<file path="src/rtl/alu_seq_pkg.sv">
// Shared types and constants for the ALU sequencer: opcode encoding, ALU select codes and FSM states.
package alu_seq_pkg;

    typedef enum logic [3:0] {
        OP_NOP  = 4'd0,
        OP_ADD  = 4'd1,
        OP_SUB  = 4'd2,
        OP_MUL  = 4'd3,
        OP_HALF = 4'd4,
        OP_MOV  = 4'd5,
        OP_LDI  = 4'd6,
        OP_OUT  = 4'd7
    } opcode_e;

    localparam logic [2:0] ALU_PASS = 3'b000;
    localparam logic [2:0] ALU_ADD  = 3'b001;
    localparam logic [2:0] ALU_SUB  = 3'b010;
    localparam logic [2:0] ALU_MUL  = 3'b011;
    localparam logic [2:0] ALU_HALF = 3'b100;

    typedef enum logic {
        IDLE = 1'b0,
        EXEC = 1'b1
    } state_e;

    // Opcodes whose retirement writes the ALU result and updates the flags.
    function automatic logic updates_flags(input logic [3:0] op);
        case (op)
            OP_ADD, OP_SUB, OP_MUL, OP_HALF, OP_MOV: return 1'b1;
            default:                                return 1'b0;
        endcase
    endfunction

endpackage

</file>
<file path="src/rtl/alu_sequencer_if.sv">
// Instruction stream, ALU operand/result buses, output stream and flags of the ALU sequencer.
interface alu_sequencer_if #(
    parameter int WIDTH  = 8,
    parameter int N_REGS = 4
);
    localparam int RW = $clog2(N_REGS);
    localparam int IW = 4 + 2 * RW + WIDTH;

    logic [IW-1:0]    instr;
    logic             instr_valid;
    logic             instr_ready;
    logic [WIDTH-1:0] bus_a;
    logic [WIDTH-1:0] bus_b;
    logic [2:0]       alu_sel;
    logic [WIDTH-1:0] alu_out;
    logic             zero;
    logic             negative;
    logic [WIDTH-1:0] out_data;
    logic             out_valid;
    logic             out_ready;
    logic             zero_flag;
    logic             neg_flag;
    logic             illegal;

    modport master (
        input  instr, instr_valid, alu_out, zero, negative, out_ready,
        output instr_ready, bus_a, bus_b, alu_sel, out_data, out_valid,
               zero_flag, neg_flag, illegal
    );

    modport slave (
        output instr, instr_valid, alu_out, zero, negative, out_ready,
        input  instr_ready, bus_a, bus_b, alu_sel, out_data, out_valid,
               zero_flag, neg_flag, illegal
    );

endinterface

</file>
<file path="src/rtl/alu_regfile.sv">
// Register file: N_REGS x WIDTH, two asynchronous read ports, one synchronous write port.
module alu_regfile #(
    parameter int WIDTH  = 8,
    parameter int N_REGS = 4,
    parameter int RW     = $clog2(N_REGS)
) (
    input  logic             clk,
    input  logic             rst,
    input  logic             i_we,
    input  logic [RW-1:0]    i_waddr,
    input  logic [WIDTH-1:0] i_wdata,
    input  logic [RW-1:0]    i_raddr_a,
    output logic [WIDTH-1:0] o_rdata_a,
    input  logic [RW-1:0]    i_raddr_b,
    output logic [WIDTH-1:0] o_rdata_b
);

    logic [WIDTH-1:0] r_regs [N_REGS];

    // Storage with asynchronous clear and single write port.
    always_ff @(posedge clk or posedge rst) begin
        if (rst) begin
            for (int i = 0; i < N_REGS; i++) begin
                r_regs[i] <= '0;
            end
        end else if (i_we) begin
            r_regs[i_waddr] <= i_wdata;
        end
    end

    assign o_rdata_a = r_regs[i_raddr_a];
    assign o_rdata_b = r_regs[i_raddr_b];

endmodule

</file>
<file path="src/rtl/alu_sequencer.sv">
// Two-state sequencer that fetches operands, drives an external ALU and writes results back.
module alu_sequencer
    import alu_seq_pkg::*;
#(
    parameter int WIDTH  = 8,
    parameter int N_REGS = 4
) (
    input logic             clk,
    input logic             rst,
    alu_sequencer_if.master bus
);

    localparam int RW = $clog2(N_REGS);
    localparam int IW = 4 + 2 * RW + WIDTH;

    state_e           r_state;
    state_e           w_state_next;
    logic [3:0]       r_opcode;
    logic [RW-1:0]    r_rd;
    logic [WIDTH-1:0] r_imm;
    logic [WIDTH-1:0] r_op_a;
    logic [WIDTH-1:0] r_op_b;
    logic [2:0]       r_sel;
    logic [WIDTH-1:0] r_out_data;
    logic             r_zero_flag;
    logic             r_neg_flag;

    logic [3:0]       w_opcode;
    logic [RW-1:0]    w_rd;
    logic [RW-1:0]    w_rs;
    logic [WIDTH-1:0] w_imm;
    logic [WIDTH-1:0] w_rdata_a;
    logic [WIDTH-1:0] w_rdata_b;
    logic [WIDTH-1:0] w_op_a_next;
    logic [WIDTH-1:0] w_op_b_next;
    logic [2:0]       w_sel_next;
    logic             w_accept;
    logic             w_retire;
    logic             w_we;
    logic [WIDTH-1:0] w_wdata;

    assign w_opcode = bus.instr[IW-1 -: 4];
    assign w_rd     = bus.instr[2*RW+WIDTH-1 -: RW];
    assign w_rs     = bus.instr[RW+WIDTH-1 -: RW];
    assign w_imm    = bus.instr[WIDTH-1:0];

    // Port A reads the destination, port B the source register of the incoming instruction.
    alu_regfile #(.WIDTH(WIDTH), .N_REGS(N_REGS), .RW(RW)) u_regfile (
        .clk       (clk),
        .rst       (rst),
        .i_we      (w_we),
        .i_waddr   (r_rd),
        .i_wdata   (w_wdata),
        .i_raddr_a (w_rd),
        .o_rdata_a (w_rdata_a),
        .i_raddr_b (w_rs),
        .o_rdata_b (w_rdata_b)
    );

    assign w_accept = (r_state == IDLE) && bus.instr_valid;
    assign w_retire = (r_state == EXEC) && ((r_opcode != OP_OUT) || bus.out_ready);

    // State register.
    always_ff @(posedge clk or posedge rst) begin
        if (rst) begin
            r_state <= IDLE;
        end else begin
            r_state <= w_state_next;
        end
    end

    // Next-state logic; OUT holds EXEC until the downstream handshake completes.
    always_comb begin
        w_state_next = r_state;
        case (r_state)
            IDLE: begin
                if (bus.instr_valid) begin
                    w_state_next = EXEC;
                end else begin
                    w_state_next = IDLE;
                end
            end
            EXEC: begin
                if (w_retire) begin
                    w_state_next = IDLE;
                end else begin
                    w_state_next = EXEC;
                end
            end
            default: w_state_next = IDLE;
        endcase
    end

    // Operand and select values presented to the ALU for each opcode.
    always_comb begin
        w_op_a_next = '0;
        w_op_b_next = '0;
        w_sel_next  = ALU_PASS;
        case (w_opcode)
            OP_ADD: begin
                w_op_a_next = w_rdata_a;
                w_op_b_next = w_rdata_b;
                w_sel_next  = ALU_ADD;
            end
            OP_SUB: begin
                w_op_a_next = w_rdata_a;
                w_op_b_next = w_rdata_b;
                w_sel_next  = ALU_SUB;
            end
            OP_MUL: begin
                w_op_a_next = w_rdata_a;
                w_op_b_next = w_rdata_b;
                w_sel_next  = ALU_MUL;
            end
            OP_HALF: begin
                w_op_a_next = w_rdata_a;
                w_sel_next  = ALU_HALF;
            end
            OP_MOV, OP_OUT: begin
                w_op_a_next = w_rdata_b;
            end
            default: begin
                w_op_a_next = '0;
            end
        endcase
    end

    // Writeback selection at the retiring EXEC cycle.
    always_comb begin
        w_we    = 1'b0;
        w_wdata = bus.alu_out;
        if (r_opcode == OP_LDI) begin
            w_we    = w_retire;
            w_wdata = r_imm;
        end else begin
            w_we    = w_retire && updates_flags(r_opcode);
            w_wdata = bus.alu_out;
        end
    end

    // Instruction latch and ALU operand registers; operands return to zero once retired.
    always_ff @(posedge clk or posedge rst) begin
        if (rst) begin
            r_opcode   <= '0;
            r_rd       <= '0;
            r_imm      <= '0;
            r_op_a     <= '0;
            r_op_b     <= '0;
            r_sel      <= ALU_PASS;
            r_out_data <= '0;
        end else if (w_accept) begin
            r_opcode <= w_opcode;
            r_rd     <= w_rd;
            r_imm    <= w_imm;
            r_op_a   <= w_op_a_next;
            r_op_b   <= w_op_b_next;
            r_sel    <= w_sel_next;
            if (w_opcode == OP_OUT) begin
                r_out_data <= w_rdata_b;
            end
        end else if (w_retire) begin
            r_op_a <= '0;
            r_op_b <= '0;
            r_sel  <= ALU_PASS;
        end
    end

    // Flags capture the ALU status only for result-producing opcodes.
    always_ff @(posedge clk or posedge rst) begin
        if (rst) begin
            r_zero_flag <= 1'b0;
            r_neg_flag  <= 1'b0;
        end else if (w_retire && updates_flags(r_opcode)) begin
            r_zero_flag <= bus.zero;
            r_neg_flag  <= bus.negative;
        end
    end

    assign bus.instr_ready = (r_state == IDLE) && !rst;
    assign bus.bus_a       = r_op_a;
    assign bus.bus_b       = r_op_b;
    assign bus.alu_sel     = r_sel;
    assign bus.out_data    = r_out_data;
    assign bus.out_valid   = (r_state == EXEC) && (r_opcode == OP_OUT);
    assign bus.illegal     = (r_state == EXEC) && r_opcode[3];
    assign bus.zero_flag   = r_zero_flag;
    assign bus.neg_flag    = r_neg_flag;

endmodule

</file>
<file path="src/flat_wrapper.sv">
// flat-port wrapper written by rule: the top's interface ports become plain ports
module alu_sequencer_flat import alu_seq_pkg::*;
#(
    parameter int WIDTH  = 8,
    parameter int N_REGS = 4
)
  (clk, rst, bus_instr, bus_instr_valid, bus_alu_out, bus_zero, bus_negative, bus_out_ready, bus_instr_ready, bus_bus_a, bus_bus_b, bus_alu_sel, bus_out_data, bus_out_valid, bus_zero_flag, bus_neg_flag, bus_illegal);
  alu_sequencer_if #(.WIDTH(WIDTH), .N_REGS(N_REGS)) bus_i ();
  input logic clk;
  input logic rst;
  input wire logic [$bits(bus_i.instr)-1:0] bus_instr;
  input wire logic [$bits(bus_i.instr_valid)-1:0] bus_instr_valid;
  input wire logic [$bits(bus_i.alu_out)-1:0] bus_alu_out;
  input wire logic [$bits(bus_i.zero)-1:0] bus_zero;
  input wire logic [$bits(bus_i.negative)-1:0] bus_negative;
  input wire logic [$bits(bus_i.out_ready)-1:0] bus_out_ready;
  output wire logic [$bits(bus_i.instr_ready)-1:0] bus_instr_ready;
  output wire logic [$bits(bus_i.bus_a)-1:0] bus_bus_a;
  output wire logic [$bits(bus_i.bus_b)-1:0] bus_bus_b;
  output wire logic [$bits(bus_i.alu_sel)-1:0] bus_alu_sel;
  output wire logic [$bits(bus_i.out_data)-1:0] bus_out_data;
  output wire logic [$bits(bus_i.out_valid)-1:0] bus_out_valid;
  output wire logic [$bits(bus_i.zero_flag)-1:0] bus_zero_flag;
  output wire logic [$bits(bus_i.neg_flag)-1:0] bus_neg_flag;
  output wire logic [$bits(bus_i.illegal)-1:0] bus_illegal;
  assign bus_i.instr = bus_instr;
  assign bus_i.instr_valid = bus_instr_valid;
  assign bus_i.alu_out = bus_alu_out;
  assign bus_i.zero = bus_zero;
  assign bus_i.negative = bus_negative;
  assign bus_i.out_ready = bus_out_ready;
  assign bus_instr_ready = bus_i.instr_ready;
  assign bus_bus_a = bus_i.bus_a;
  assign bus_bus_b = bus_i.bus_b;
  assign bus_alu_sel = bus_i.alu_sel;
  assign bus_out_data = bus_i.out_data;
  assign bus_out_valid = bus_i.out_valid;
  assign bus_zero_flag = bus_i.zero_flag;
  assign bus_neg_flag = bus_i.neg_flag;
  assign bus_illegal = bus_i.illegal;
  alu_sequencer #(.WIDTH(WIDTH), .N_REGS(N_REGS)) u_core (.clk(clk), .rst(rst), .bus(bus_i));
endmodule
</file>
<file path="config.mk">
export PLATFORM = sky130hd
export DESIGN_NAME = alu_sequencer_flat
export DESIGN_NICKNAME = d
export VERILOG_FILES = /design/src/rtl/alu_seq_pkg.sv /design/src/rtl/alu_sequencer_if.sv /design/src/rtl/alu_regfile.sv /design/src/rtl/alu_sequencer.sv /design/src/flat_wrapper.sv
export SDC_FILE = /design/constraint.sdc
export NUM_CORES = 1
export LEC_CHECK = 0
export CAP_MARGIN = 10
export CORE_MARGIN = 3
export CORE_UTILIZATION = 47
export CTS_CLUSTER_SIZE = 16
export DETAILED_ROUTE_END_ITERATION = 8
export GPL_TIMING_DRIVEN = 0
export PLACE_DENSITY = 0.79
export SYNTH_ARGS = -nofsm -noshare
export SYNTH_HDL_FRONTEND = slang
export SYNTH_SLANG_ARGS = --single-unit
</file>
<file path="constraint.sdc">
create_clock -name clk -period 2.5 [get_ports clk]
set_input_delay 0.5 -clock clk [delete_from_list [all_inputs] [get_ports clk]]
set_output_delay 0.5 -clock clk [all_outputs]
set_load 0.02 [all_outputs]
</file>
# Word-level counts from Yosys, hierarchy flattened
# Index checks and enable logic that the tools add are counted.
[word_totals]
register_bits = 76
latch_bits = 0
ram_bits = 0
romBits = 0
input_bits = 30
output_inout_bits = 32
n_memories = 0
[classes]
add_sub_neg = 0
n_mul = 0
n_div = 0
order_cmp = 4
n_eq_ne = 14
shift = 0
mux = 24
bitwise_logic = 4
reduce_logical = 16
[op_table]
columns = ["operator", "n"]
rows = [
  ["8-bit two-way mux", 10],
  ["8-bit binary-select mux with 2-bit select", 2],
  ["32-bit bitwise mux", 1],
  ["4-bit by 3-bit == test with 1-bit output, second input constant", 7],
  ["8-bit demux with 2-bit select", 1],
  ["4-bit by 2-bit == test with 1-bit output, second input constant", 4],
  ["8-bit case mux with 2 select lines", 1],
  ["3-bit case mux with 4 select lines", 1],
  ["3-bit greater-or-equal comparator, second input constant", 3],
  ["2-bit NOT with 3-bit output", 3],
  ["4-bit by 1-bit == test with 1-bit output, second input constant", 2],
  ["1-bit logical AND", 8],
  ["3-bit two-way mux", 2],
  ["1-bit two-way mux", 5],
  ["5-bit OR reduction", 1],
  ["4-bit by 3-bit inequality test with 1-bit output, second input constant", 1],
  ["4-bit OR reduction", 1],
  ["3-bit by 1-bit less-than comparator with 1-bit output, second input constant", 1],
  ["3-bit OR reduction", 1],
  ["1-bit case mux with 2 select lines", 1],
  ["2-bit AND reduction", 1],
  ["2-bit nonzero test", 1],
  ["2-bit OR reduction", 1],
  ["1-bit logical NOT", 1],
  ["other kinds (2)", 2],
]

# Longest topological paths before layout
[logic_depth]
word_depth = 6
ltp_mapped = 5

# Hierarchy
# From an unflattened synthesis, not the netlist that was laid out.
[hier_totals]
hier_cells = 241
hier_area_um2 = 3663.5
[by_module_without_submodules]
columns = ["mod", "instances", "cells_each", "area_per_inst_um2", "seq_area_each_um2"]
rows = [
  ["alu_sequencer", 1, 152, 2069.5, 1101.1],
  ["alu_regfile", 1, 89, 1594.0, 800.8],
]

# Worst setup path before layout
# No wires, ideal clock.
[synth_path]
kind = "input -> register"
start = "input port bus_instr[10]"
end = "register u_core.r_op_a[0] (netlist: u_core.bus.bus_a[0])"
setup_time_ns = 0.126
arrival_time_ns = 1.801
path_slack_ns = 0.573
cell_stages = 3
cell_sequence = "clkbuf_1 -> mux4_2 -> a221o_1"
[synth_via]
elab_chain_len = 6
[synth_lines]
columns = ["element", "line_no", "text"]
rows = [
  ["from (decl)", "flat_wrapper.sv:11", "input wire logic [$bits(bus_i.instr)-1:0] bus_instr;"],
  ["2-bit NOT with 3-bit output (implied by the code)", "alu_regfile.sv:31", "assign o_rdata_a = r_regs[i_raddr_a];"],
  ["8-bit binary-select mux with 2-bit select", "alu_regfile.sv:31", ""],
  ["8-bit two-way mux (implied by the code) (2 in series)", "alu_regfile.sv:31", ""],
  ["8-bit case mux with 2 select lines", "alu_sequencer.sv:99", "case (w_opcode)"],
  ["8-bit two-way mux", "alu_sequencer.sv:151", "end else if (w_accept) begin"],
  ["to (signal assigned)", "alu_sequencer.sv:155", "r_op_a <= w_op_a_next;"],
  ["to (decl)", "alu_sequencer.sv:21", "logic [WIDTH-1:0] r_op_a;"],
]
# Every way passes these cells. The select of a mux whose other input is x is not followed.
# A chain may end at the register's enable or synchronous reset.

# Worst setup path after layout
[layout_path]
start = "input port rst"
end = "output port bus_instr_ready"
[layout_via]
elab_chain_len = 2
[layout_lines]
columns = ["element", "line_no", "text"]
rows = [
  ["from (decl)", "flat_wrapper.sv:10", "input logic rst;"],
  ["1-bit logical NOT (no source line)", "-", ""],
  ["1-bit logical AND", "alu_sequencer.sv:179", "assign bus.instr_ready = (r_state == IDLE) && !rst;"],
  ["to (decl)", "flat_wrapper.sv:17", "output wire logic [$bits(bus_i.instr_ready)-1:0] bus_instr_ready;"],
]
# Every way passes these cells.

==> results.md <==
- Max stage delay on crit path: roughly 0.64 ns
- Fraction of registers with async set/reset: 1.00
- GRT Residual Overflow: 0
- Vias: between 2k and 2.5k
- Worst path required time: about 2.0 ns
- WHS: ~0.50 ns
- CP arrival: 1.74 ns
- Max-cap viol count: 0
- Fillers: between 500 and 600
- Critical hold path startpoint: u_core.bus.alu_sel[2]$_DFFE_PP0P_
- RR Endpoint: u_core.u_regfile.r_regs[21]$_DFFE_PP0P_
- Setup TNS: 0 ns
- DRC violations left: 0
- Hold buffer count at cts: 0
- GRT Total Usage: 0.188
- Most common cell after layout, fill and taps aside: dfrtp_1
- Critical R2R Launch: u_core.r_opcode[3]$_DFFE_PP0P_
- CP startpoint kind: primary input
- Reg2Reg Setup Slack: 0.33 ns
- Critical path's most frequent cell: clkdlybuf4s50_1
- # resized after CTS: 0
- Final period utilization: 0.896
- Hold EP: u_core.bus.alu_sel[2]$_DFFE_PP0P_
- Endpoints failing hold: 0
- Sequential Area: 1900 µm²
- Slowest stage cell on the critical path: clkdlybuf4s50_1
- Root buffer cell: clkbuf_8
- IO Port Bufs: 57
- RSZ-0062 raised after global routing: false
- Maximum VDD drop: about 530 µV
- Clock insertion delay at the later pin of the skew report: roughly 0.35 ns
- Outcome: finished, final reports clean
- Global-route wire length before repair: between 10000 and 15000 µm
- Cell count after synthesis: 229
- Inserted Clock Buffers: 9
- Flop pwr share: 0.430
- Commonest cells after routing, fill and taps aside: dfrtp_1, mux2_2, clkdlybuf4s50_1, mux4_2
- Hold crit path type: reg -> reg
- Avg Vias per Cell: 5.72
- P_int: between 3 and 4 mW
- Max H-tree Level: 3
- Clock power share: 0.278
- Initial antenna violation count: 0
- Detailed Routing Iterations Pass 1: 4
- Reg clk slew, reported paths: 0.07 ns
- Cell type with the largest total area after synthesis: dfrtp_1
- Crit Path Max Fanout: 2
- Syn avg cell area: ~15 µm²
- Switching power: ~1.2 mW
- R2R depth: 5
- Die extent in x: a little over 90 µm
- Leak pwr: just under 2 nW
- Core area: 7020 µm²
- Max-slew violations: 0
- Clk sinks: 76
- Final HPWL DP: 5430 µm
- Number of library cell types mapped by synthesis: 31
- Predominant post-synthesis flop cell: dfrtp_1
- Yosys top cell area share: 0.539
- Max transition margin: 0.385
- Area grow syn2layout: 27.8%
- Num rows: 30
- Worst setup EP type: primary output
- Post-CTS Setup Repair Bufs: 0
- Die Span Y: between 90 and 100 µm
- Layout Nets: ~330
- Die footprint: 8590 µm²
- Worst Setup Path Type: in -> out
- Pwr Density: between 900 and 1000 nW/µm²
- Sequential area share after synthesis: 0.539
- Multi-input logic area: roughly 1600 µm²
- Logic pwr share: 0.291
- Worst hold path cell count: 1
- Area contributors post-synth: dfrtp_1, mux2_2, mux4_2, a22o_1, a221o_1
- Final Critical Period: 2.24 ns
- CP Cell Sequence: clkdlybuf4s50_1 -> nor2_1 -> clkdlybuf4s50_1
- Delay-heaviest family, CP: buffers and inverters
- RD Place Congestion: approximately 0.84
- Post-synth EDFFs: 0
- Wire per inst: 19.2 µm
- Syn_nets: 259
- CTS Buffer Depth: 2
- Final ANT Viol Nets: 0
- Fmax: 446 MHz
- Fraction of layout cells with a size suffix above 1: 0.363
- Largest net degree at the start of global routing: 41
- Flops & latches, synth: 76
- Top Ports: 62
- Worst-Margin Slew: ~0.91 ns
- DRT iter0 DRCs: roughly 140
- Setup violators final: 0
- Cell Area, Synth: ~3500 µm²
- Final setup skew: approximately 0.0085 ns
- Total Wirelength: 7660 µm
- Antenna cells: 0
- Initial core utilization: 0.503
- Vias in the first global route: 2251
- CTS tree: built
- Switching Share: 0.276
- Syn. warnings: 0
- CP bufs+invs: 2
[cells by family after synthesis]
family          Yosys count  synth area share
compound gates           22            0.0617
buf+inv                  16            0.0191
flops                    76             0.539
mux                      80             0.306
simple gates             35            0.0744
[stage by stage]
step,util,power [mW],setup slack [ns],std cells,instance area [µm²]
floorplan,-,2.70,0.0617,229,3530
global placement,0.601,3.12,-1.18,382,4220
detailed placement,0.605,3.20,0.00800,383,4240
CTS,0.642,4.42,0.0828,399,4510
global route,0.643,4.61,0.183,399,4510
finish,0.643,4.39,0.259,399,4510
[cell type report]
class                      instances  area share
clock buffer                      12      0.0322
tap                               96      0.0266
inverter                           2     0.00222
multi-input combinational        137       0.346
clock inverter                     4      0.0266
sequential                        76       0.422
timing repair buffer              58       0.131
buffer                            14      0.0133
[cells in the mapped netlist (3+ instances only)]
cell,instances
dfrtp_1,76
nand4bb_1,3
and3_1,10
buf_2,5
a221o_1,8
clkbuf_1,6
mux4_2,16
a22o_1,10
mux2_2,64
nor3_2,3
[worst max-delay path by stage]
stage	start	end	slack, ns	cells past startpoint
after global routing	u_core.r_opcode[3]$_DFFE_PP0P_	u_core.u_regfile.r_regs[14]$_DFFE_PP0P_	0.18	5
after CTS	u_core.r_state$_DFF_PP0_	bus_out_valid	0.08	4
after floorplan	rst	u_core.bus.alu_sel[0]$_DFFE_PP0P_	0.06	1
final	rst	bus_instr_ready	0.26	3
after global placement	rst	u_core.bus.out_data[7]$_DFFE_PP0P_	-1.18	2
after detailed placement	bus_instr[14]	u_core.bus.out_data[3]$_DFFE_PP0P_	0.008	5
[registers in the layout (all words and copies together), names as in the netlist]
| signal | cells |
|---|---|
| u_core.bus.bus_a | 8 |
| u_core.bus.bus_b | 8 |
| u_core.u_regfile.r_regs | 32 |
| u_core.bus.neg_flag | 1 |
| u_core.r_imm | 8 |
| u_core.r_opcode | 4 |
| u_core.bus.out_data | 8 |
| u_core.r_rd | 2 |
| u_core.r_state | 1 |
| u_core.bus.zero_flag | 1 |
| u_core.bus.alu_sel | 3 |
[routing by layer]
| metal | up-vias | part of all wire | wire (µm) | global-route usage |
|---|---|---|---|---|
| li1 | 1023 | - | - | - |
| met3 | 7 | 0.060 | 458 | 0.0593 |
| met4 | 0 | 0.0098 | 75 | 0.0476 |
| met2 | 76 | 0.48 | 3700 | 0.307 |
| met1 | 1178 | 0.45 | 3430 | 0.244 |
| met5 | - | 0 | 0 | 0 |
[power groups by stage]
stage          sequential [mW]  combinational, mW  clock, mW
2_1_floorplan             1.95              0.749          0
3_3_place_gp              1.88               1.24          0
6_report                  1.89               1.28       1.22
5_1_grt                   1.94               1.36       1.30
4_1_cts                   1.89               1.29       1.24
3_5_place_dp              1.91               1.29          0
(Power assumes the default switching activity.)
